===== config.mk =====
export PLATFORM = sky130hd
export DESIGN_NAME = fetch_unit
export DESIGN_NICKNAME = d
export VERILOG_FILES = /design/src/rtl/mips_pkg.sv /design/src/rtl/fetch_unit_pc_inc.sv /design/src/rtl/fetch_unit.sv
export SDC_FILE = /design/constraint.sdc
export NUM_CORES = 1
export LEC_CHECK = 0
export CAP_MARGIN = 20
export CORE_ASPECT_RATIO = 0.9
export CORE_MARGIN = 4
export CORE_UTILIZATION = 50
export CTS_CLUSTER_SIZE = 12
export DETAILED_ROUTE_END_ITERATION = 12
export HOLD_SLACK_MARGIN = 0.1
export PLACE_DENSITY = 0.95
export SLEW_MARGIN = 40
export SYNTH_ARGS = -nofsm -noshare
export SYNTH_HDL_FRONTEND = slang
export SYNTH_SLANG_ARGS = --single-unit

===== constraint.sdc =====
create_clock -name clk -period 3.3 [get_ports clk]
set_input_delay 0.495 -clock clk [delete_from_list [all_inputs] [get_ports clk]]
set_output_delay 0.495 -clock clk [all_outputs]
set_load 0.01 [all_outputs]

===== src/rtl/mips_pkg.sv =====
// Shared MIPS front-end definitions: reset vector, NOP encoding, fetch FSM
// state and the fetch-to-decode payload.
package mips_pkg;

  localparam int unsigned XLEN = 32;

  localparam logic [XLEN-1:0] RESET_PC_DEFAULT = 32'h0000_0000;
  localparam logic [XLEN-1:0] NOP              = 32'h0000_0000;
  localparam logic [XLEN-1:0] PC_STEP          = 32'h0000_0004;
  localparam logic [XLEN-1:0] PC_ALIGN_MASK    = 32'hFFFF_FFFC;

  typedef enum logic {
    REQ  = 1'b0,
    WAIT = 1'b1
  } fetch_state_e;

  typedef struct packed {
    logic [XLEN-1:0] pc;
    logic [XLEN-1:0] instr;
  } fetch_entry_t;

endpackage


===== src/rtl/fetch_unit_pc_inc.sv =====
// Sequential-PC incrementer; wraps modulo 2^32.
module fetch_unit_pc_inc
  import mips_pkg::*;
(
  input  logic [XLEN-1:0] pc,
  output logic [XLEN-1:0] pc_plus4_c
);

  assign pc_plus4_c = pc + PC_STEP;

endmodule


===== src/rtl/fetch_unit.sv =====
// Instruction-fetch front end: PC, single-outstanding imem read channel and a
// one-entry buffer toward decode, with redirect squash of in-flight fetches.
module fetch_unit
  import mips_pkg::*;
#(
  parameter logic [XLEN-1:0] RESET_PC = RESET_PC_DEFAULT
) (
  input  logic            clk,
  input  logic            rst_n,
  input  logic            redirect_valid,
  input  logic [XLEN-1:0] redirect_pc,
  output logic            imem_req_valid,
  output logic [XLEN-1:0] imem_req_addr,
  input  logic            imem_req_ready,
  input  logic            imem_rsp_valid,
  input  logic [XLEN-1:0] imem_rsp_data,
  output logic            if_valid,
  output logic [XLEN-1:0] if_pc,
  output logic [XLEN-1:0] if_instr,
  input  logic            if_ready
);

  fetch_state_e    state_q, state_d;
  logic [XLEN-1:0] pc_q, req_pc_q, pc_plus4_c;
  logic            buf_valid_q, drop_q;
  fetch_entry_t    buf_q;
  logic            req_fire_c, rsp_take_c, deliver_c;

  fetch_unit_pc_inc u_pc_inc (
    .pc         (pc_q),
    .pc_plus4_c (pc_plus4_c)
  );

  // State register
  always_ff @(posedge clk or negedge rst_n) begin
    if (!rst_n) state_q <= REQ;
    else        state_q <= state_d;
  end

  // Next state: a redirect in REQ suppresses the request, so no extra term here
  always_comb begin
    state_d = state_q;
    case (state_q)
      REQ:     if (req_fire_c)     state_d = WAIT;
      WAIT:    if (imem_rsp_valid) state_d = REQ;
      default:                     state_d = REQ;
    endcase
  end

  // Outputs; the request is held off while reset is asserted
  always_comb begin
    imem_req_valid = 1'b0;
    imem_req_addr  = pc_q;
    if_valid       = buf_valid_q && !redirect_valid;
    if (state_q == REQ)
      imem_req_valid = rst_n && !redirect_valid && (!buf_valid_q || if_ready);
  end

  assign req_fire_c = imem_req_valid && imem_req_ready;
  assign rsp_take_c = (state_q == WAIT) && imem_rsp_valid && !drop_q && !redirect_valid;
  assign deliver_c  = if_valid && if_ready;
  assign if_pc      = buf_q.pc;
  assign if_instr   = buf_q.instr;

  // PC and outstanding-request address
  always_ff @(posedge clk or negedge rst_n) begin
    if (!rst_n) begin
      pc_q     <= RESET_PC;
      req_pc_q <= '0;
    end else begin
      if (redirect_valid)  pc_q <= redirect_pc & PC_ALIGN_MASK;
      else if (req_fire_c) pc_q <= pc_plus4_c;
      if (req_fire_c)      req_pc_q <= pc_q;
    end
  end

  // Output buffer; a same-cycle refill wins over the drain
  always_ff @(posedge clk or negedge rst_n) begin
    if (!rst_n) begin
      buf_valid_q <= 1'b0;
      buf_q       <= '{pc: '0, instr: NOP};
    end else begin
      if (redirect_valid)  buf_valid_q <= 1'b0;
      else if (rsp_take_c) buf_valid_q <= 1'b1;
      else if (deliver_c)  buf_valid_q <= 1'b0;
      if (rsp_take_c)      buf_q <= '{pc: req_pc_q, instr: imem_rsp_data};
    end
  end

  // Drop flag: the response still owed for a squashed request must be discarded
  always_ff @(posedge clk or negedge rst_n) begin
    if (!rst_n) begin
      drop_q <= 1'b0;
    end else if (state_q == WAIT) begin
      if (imem_rsp_valid)      drop_q <= 1'b0;
      else if (redirect_valid) drop_q <= 1'b1;
    end
  end

endmodule


==> results of run 1 <==
-- sequential cells by signal (all words and copies together), names as in the netlist --
signal         count
buf_valid_q        1
req_pc_q          30
imem_req_addr     30
if_instr          32
state_q            1
if_pc             30
drop_q             1
-- layer usage --
layer | track usage, % | up-vias
met4 | 7.45 | 0
li1 | - | 2033
met1 | 30.0 | 2226
met2 | 43.8 | 212
met3 | 8.76 | 26
met5 | 0 | -
-- per-stage QoR --
step,instances,utilization (%),power (µW)
floorplan,492,-,2870
global placement,762,68.8,3810
detailed placement,762,68.8,3930
CTS,794,75.1,6000
global route,794,75.2,6230
finish,794,75.2,5950
-- power by group --
| group | internal (µW) | switching [µW] |
|---|---|---|
| Clock | 1370 | 689 |
| Combinational | 982 | 621 |
| Sequential | 1980 | 314 |
-- layout make-up --
cell class | instances | area (µm²)
Inverter | 5 | 18.8
Tap cell | 129 | 161
Fill cell | 639 | 2590
Timing Repair Buffer | 170 | 1690
Sequential cell | 125 | 3130
Clock inverter | 13 | 214
Clock buffer | 19 | 443
Multi-Input combinational cell | 333 | 2180
-- layout by cell type (no fill, tap or decap), drive strengths merged, types with 3 or more instances in the layout --
cell type / instances
o21ai: 24
dfrtp: 125
conb: 4
nand4b: 3
nor2b: 6
nand3: 15
clkdlybuf4s50: 159
o211ai: 10
nand2: 124
a21oi: 9
a31oi: 3
nand3b: 7
clkbuf: 19
buf: 11
o311ai: 8
nor2: 10
bufinv: 5
inv: 6
mux2: 62
and3: 7
nand4: 12
nor3: 6
clkinv: 5
nor4: 6
-- path summary, 6_finish.rpt --
kind                       cells after the start           endpoint
max                                            4     imem_req_valid
min                                            2        req_pc_q[5]
max reg2reg                                    4  imem_req_addr[31]
min reg2reg                                    2       req_pc_q[22]
max in group asynchronous                      3          if_pc[22]
min in group clk                               2       req_pc_q[22]
-- cell families after synthesis --
| family | count (synthesis) | share of synthesized area (%) |
|---|---|---|
| compound gates | 61 | 7.11 |
| xor+xnor | 1 | 0.161 |
| fa+ha+maj | 1 | 0.230 |
| buf+inv | 34 | 3.01 |
| flops | 125 | 57.5 |
| mux | 64 | 13.2 |
| other cells | 1 | 0.0690 |
| simple gates | 202 | 18.7 |
-- worst max-delay path, cell delays in order --
cell	delay (ns)
clkdlybuf4s50_1	0.48
nor2b_1	0.09
nor4b_1	0.27
clkdlybuf4s50_1	0.62
==> metrics.md, run 1 <==
| Metric | Value |
|---|---|
| Gpl congestion | 0.786 |
| Mapped Cells | between 400 and 500 |
| Final Net Count | 723 |
| # hold bufs at CTS | 0 |
| Cell with the most instances after synthesis | dfrtp_1 |
| Fin crit share | 74.4% |
| Pin count of the biggest net entering global routing | 68 |
| # clock sinks | around 130 |
| Clock transition at path regs | 0.06 ns |
| Clk_lat worst skew | 0.41 ns |
| Ports | 168 |
| Fin. Hold Viols | 0 |
| Flop2flop setup slack | 1.03 ns |
| Most used DFF post-synth | dfrtp_1 |
| Dominant cells by area after synthesis | dfrtp_1 (58%), mux2_2 (12%), nand2_1 (8.6%) |
| Synth Register Bits | 125 |
| Reg-to-Reg Start | buf_valid_q |
| Critical path class | input pin to output pin |
| Min Tclk post-route | between 2 and 2.5 ns |
| Total CTS buffers | 17 |
| Die Y | 107 µm |
| Setup tns final | 0 ns |
| Vias in the first global route | around 4,800 |
| Syn. warnings | 0 |
| Layout cells sized above 1 | 16.5% |
| CTS root buf | clkbuf_16 |
| Final setup violation count | 0 |
| Area delta synth->final | 44.0% |
| Drt pass-1 iters | 4 |
| DR WL/cell | around 19 µm |
| Critical path data required time | 2.80 ns |
| Number of DRC markers in iteration 0 | 317 |
| Clock tree from TritonCTS | done |
| DR top layer | met4 |
| Achievable Freq | between 400 and 500 MHz |
| Met3 wire len | 1190 µm |
| Area post-placement | 0.00717 mm² |
| Worst-Margin Slew | between 0.7 and 0.8 ns |
| Slew Limit Fails | 0 |
| Die area | 0.0126 mm² |
| Synth cell types | 44 |
| Setup crit end kind | output pin |
| EDFF count, synth | 0 |
| Status | completed |
| Startpoint Class | input pin |
| H-tree Lvls | 4 |
| Max transition margin | roughly half |
| Final setup margin | roughly 0.85 ns |
| Mapped cell area | 0.00544 mm² |
| Core ar. | ~0.010 mm² |
| Hold WS | 0.256 ns |
| Total number of vias | about 4,500 |
| PwrDens | 760 mW/mm² |
| Sequential element share of the synthesized area | 57.5% |
| Die width | 118 µm |
| DP Worst Slack | 0.530 ns |
| Initial antenna violation count | 0 |
| Detail Placement HPWL | 10,700 µm |
| DRC errors left | 0 |
| Worst min path class | input pin to asynchronous set/reset pin |
| Total Routed Length | 15,400 µm |
| Post-route ant nets | 0 |
| Peak supply drop | 550 µV |
| Ys async rst share | 100% |
| Port bufs | 161 |
| Post-synth top area share | 57.5% |
| Dominant cell type by area after synthesis | dfrtp_1 |
| Post-synth top cells | dfrtp_1 (125), nand2_1 (124), mux2_2 (56) |
| Post-CTS sizing | 0 |
| Leakage | 0.00347 µW |
| Vias/cell | roughly 5.7 |
| Critical path arrival | 1.96 ns |
| Max cap viols | 0 |
| RSZ-0062 raised after global routing | false |
| First-pass GRT wire length | 25,200 µm |
| Post-layout instance area | just under 0.008 mm² |
| Gr usage total | between 20% and 30% |
| M1 wire length | 6120 µm |
| Setup crit start | if_ready |
| Clock buffer depth | 2 |
| CP Max Fanout | 3 |
| Syn Area/Cell | 11.1 µm² |
| Layout Skew | approximately 0.012 ns |
| Setup bufs post-CTS | 0 |
| Congestion Overflow GR | 0 |
| Starting density of the core | 52.2% |
| Met2 WL | 7850 µm |
| Antenna diode count | 0 |
| Row count | 35 |
No activity file was read; power rests on OpenSTA's default activity.
==> inputs of run 2 (changes only) <==
Settings changed: CORE_UTILIZATION 50 to 47, PLACE_DENSITY 0.95 to 0.92.
Clock period 3.3 ns to 2.5 ns, I/O delays scaled along.
==> metrics.md, run 2 (same netlist as run 1, synthesis figures left out) <==
| Metric | Value |
|---|---|
| Leakage | 0.00348 µW |
| Pin count of the biggest net entering global routing | 65 |
| Peak supply drop | ~890 µV |
| Clock share of power | 33.7% |
| # fillers | 751 |
| Max transition margin | 49.8% |
| Total CTS buffers | 17 |
| Number of DRC markers in iteration 0 | roughly 350 |
| H-tree Lvls | 4 |
| PwrDens | 978 mW/mm² |
| # hold bufs at CTS | 0 |
| Worst min path class | input pin to asynchronous set/reset pin |
| DR WL/cell | approximately 18 µm |
| Clk_lat worst skew | around 0.42 ns |
| Port bufs | 161 |
| Most frequent cells in the layout | clkdlybuf4s50_1 (159), dfrtp_1 (125), nand2_1 (124), mux2_2 (56), o21ai_0 (23) |
| Antenna diode count | 0 |
| Setup bufs post-CTS | 0 |
| Flop2flop setup slack | 0.35 ns |
| Starting density of the core | 49.1% |
| Commonest non-fill, non-tap cell in the layout | clkdlybuf4s50_1 |
| Total number of vias | 4,444 |
| Final Net Count | 729 |
| Die width | 121 µm |
| Ports | approximately 170 |
| Layout Skew | just under 0.008 ns |
| Post-route ant nets | 0 |
| Total Routed Length | 14,800 µm |
| Detail Placement HPWL | 10,200 µm |
| P_sw | around 2100 µW |
| Worst-Margin Slew | 0.752 ns |
| Status | completed |
| RSZ-0062 raised after global routing | false |
| Die area | between 0.01 and 0.015 mm² |
| Vias/cell | 5.40 |
| Initial antenna violation count | 0 |
| Largest register FFs | 32 |
| Hold WS | 0.0629 ns |
| Clock buffer depth | 2 |
| Area occupied by multi-input gates | 0.00218 mm² |
| Congestion Overflow GR | 0 |
| Gpl congestion | 0.811 |
| Reg power frac | 39.1% |
| Final setup violation count | 0 |
| CTS root buf | clkbuf_16 |
| # clock sinks | 125 |
| Vias in the first global route | 4,706 |
| Startpoint Class | flop |
| Critical path class | flop to output pin |
| Achievable Freq | 455 MHz |
| Final Core Density | 71.2% |
| Clock transition at path regs | 0.05 ns |
| First-pass GRT wire length | around 24,000 µm |
| Critical path data required time | between 2 and 2.5 ns |
| Worst Reg-to-Reg Cells | 6 |
| Row count | 36 |
| Core ar. | approximately 0.011 mm² |
| Internal power | approximately 5600 µW |
| Slew Limit Fails | 0 |
| Sw frac | roughly 27% |
| Fin. Hold Viols | 0 |
| Max cap viols | 0 |
| Reg area | 0.00313 mm² |
| Combinational Power Share | 27.2% |
| Area delta synth->final | 45.1% |
| CP Max Fanout | 3 |
| Setup crit end kind | output pin |
| Clock tree from TritonCTS | done |
| Post-CTS sizing | 0 |
| Gr usage total | a little under a quarter |
| Min Tclk post-route | 2.20 ns |
| Drt pass-1 iters | 6 |
| Critical path arrival | around 1.8 ns |
| Layout cells sized above 1 | 17.0% |
| Fin crit share | 87.9% |
| Die Y | 110 µm |
| DRC errors left | 0 |
| Reg-to-reg endpoint | imem_req_addr[7] |
| Reg-to-Reg Start | buf_valid_q |
## run 2: critical path: stages (launching register included)
cell and delay, ns:
dfrtp_1 0.37, nor2b_1 0.17, nor4b_1 0.25, clkdlybuf4s50_1 0.61
## run 2: metrics by stage
stage | setup TNS (ns) | instance area (µm²) | std cells | worst slack [ns] | power, µW
after floorplan | 0 | 5450 | 492 | 0.799 | 3790
after global placement | 0 | 7260 | 791 | 0.0152 | 5030
after detailed placement | -0.152 | 7260 | 791 | -0.0920 | 5150
after CTS | 0 | 7890 | 823 | 0.271 | 7800
after global routing | 0 | 7890 | 823 | 0.196 | 8110
final | 0 | 7890 | 823 | 0.302 | 7720
## run 2: final cells by class
class,instances,area share (%)
sequential,125,39.6
multi-input combinational,333,27.6
timing repair buffer,176,22.2
clock inverter,10,2.06
clock buffer,22,5.88
tap,152,2.41
inverter,5,0.238
## run 2: how the worst max path moves through the flow
| stage | start | to | slack (ns) |
|---|---|---|---|
| 2_1_floorplan | imem_req_addr[9] | imem_req_addr[29] | 0.80 |
| 3_3_place_gp | if_ready | imem_req_addr[21] | 0.02 |
| 3_5_place_dp | if_ready | imem_req_addr[7] | -0.09 |
| 4_1_cts | buf_valid_q | imem_req_valid | 0.27 |
| 5_1_grt | buf_valid_q | imem_req_addr[7] | 0.20 |
| 6_report | buf_valid_q | imem_req_valid | 0.30 |
## run 2: per-layer routing
layer	up-vias	global-route usage [%]	part of all wire [%]
li1	2051	-	-
met1	2167	29.6	41
met2	205	38.2	49
met3	21	7.55	8.8
met4	0	8.32	1.4
met5	-	0	0
## run 2: power groups by stage
stage               combinational (µW)  clock (µW)  sequential, µW
finish                            2100        2600            3020
global route                      2260        2740            3100
CTS                               2140        2640            3020
detailed placement                2120           0            3040
global placement                  2050           0            2980
floorplan                          605           0            3190
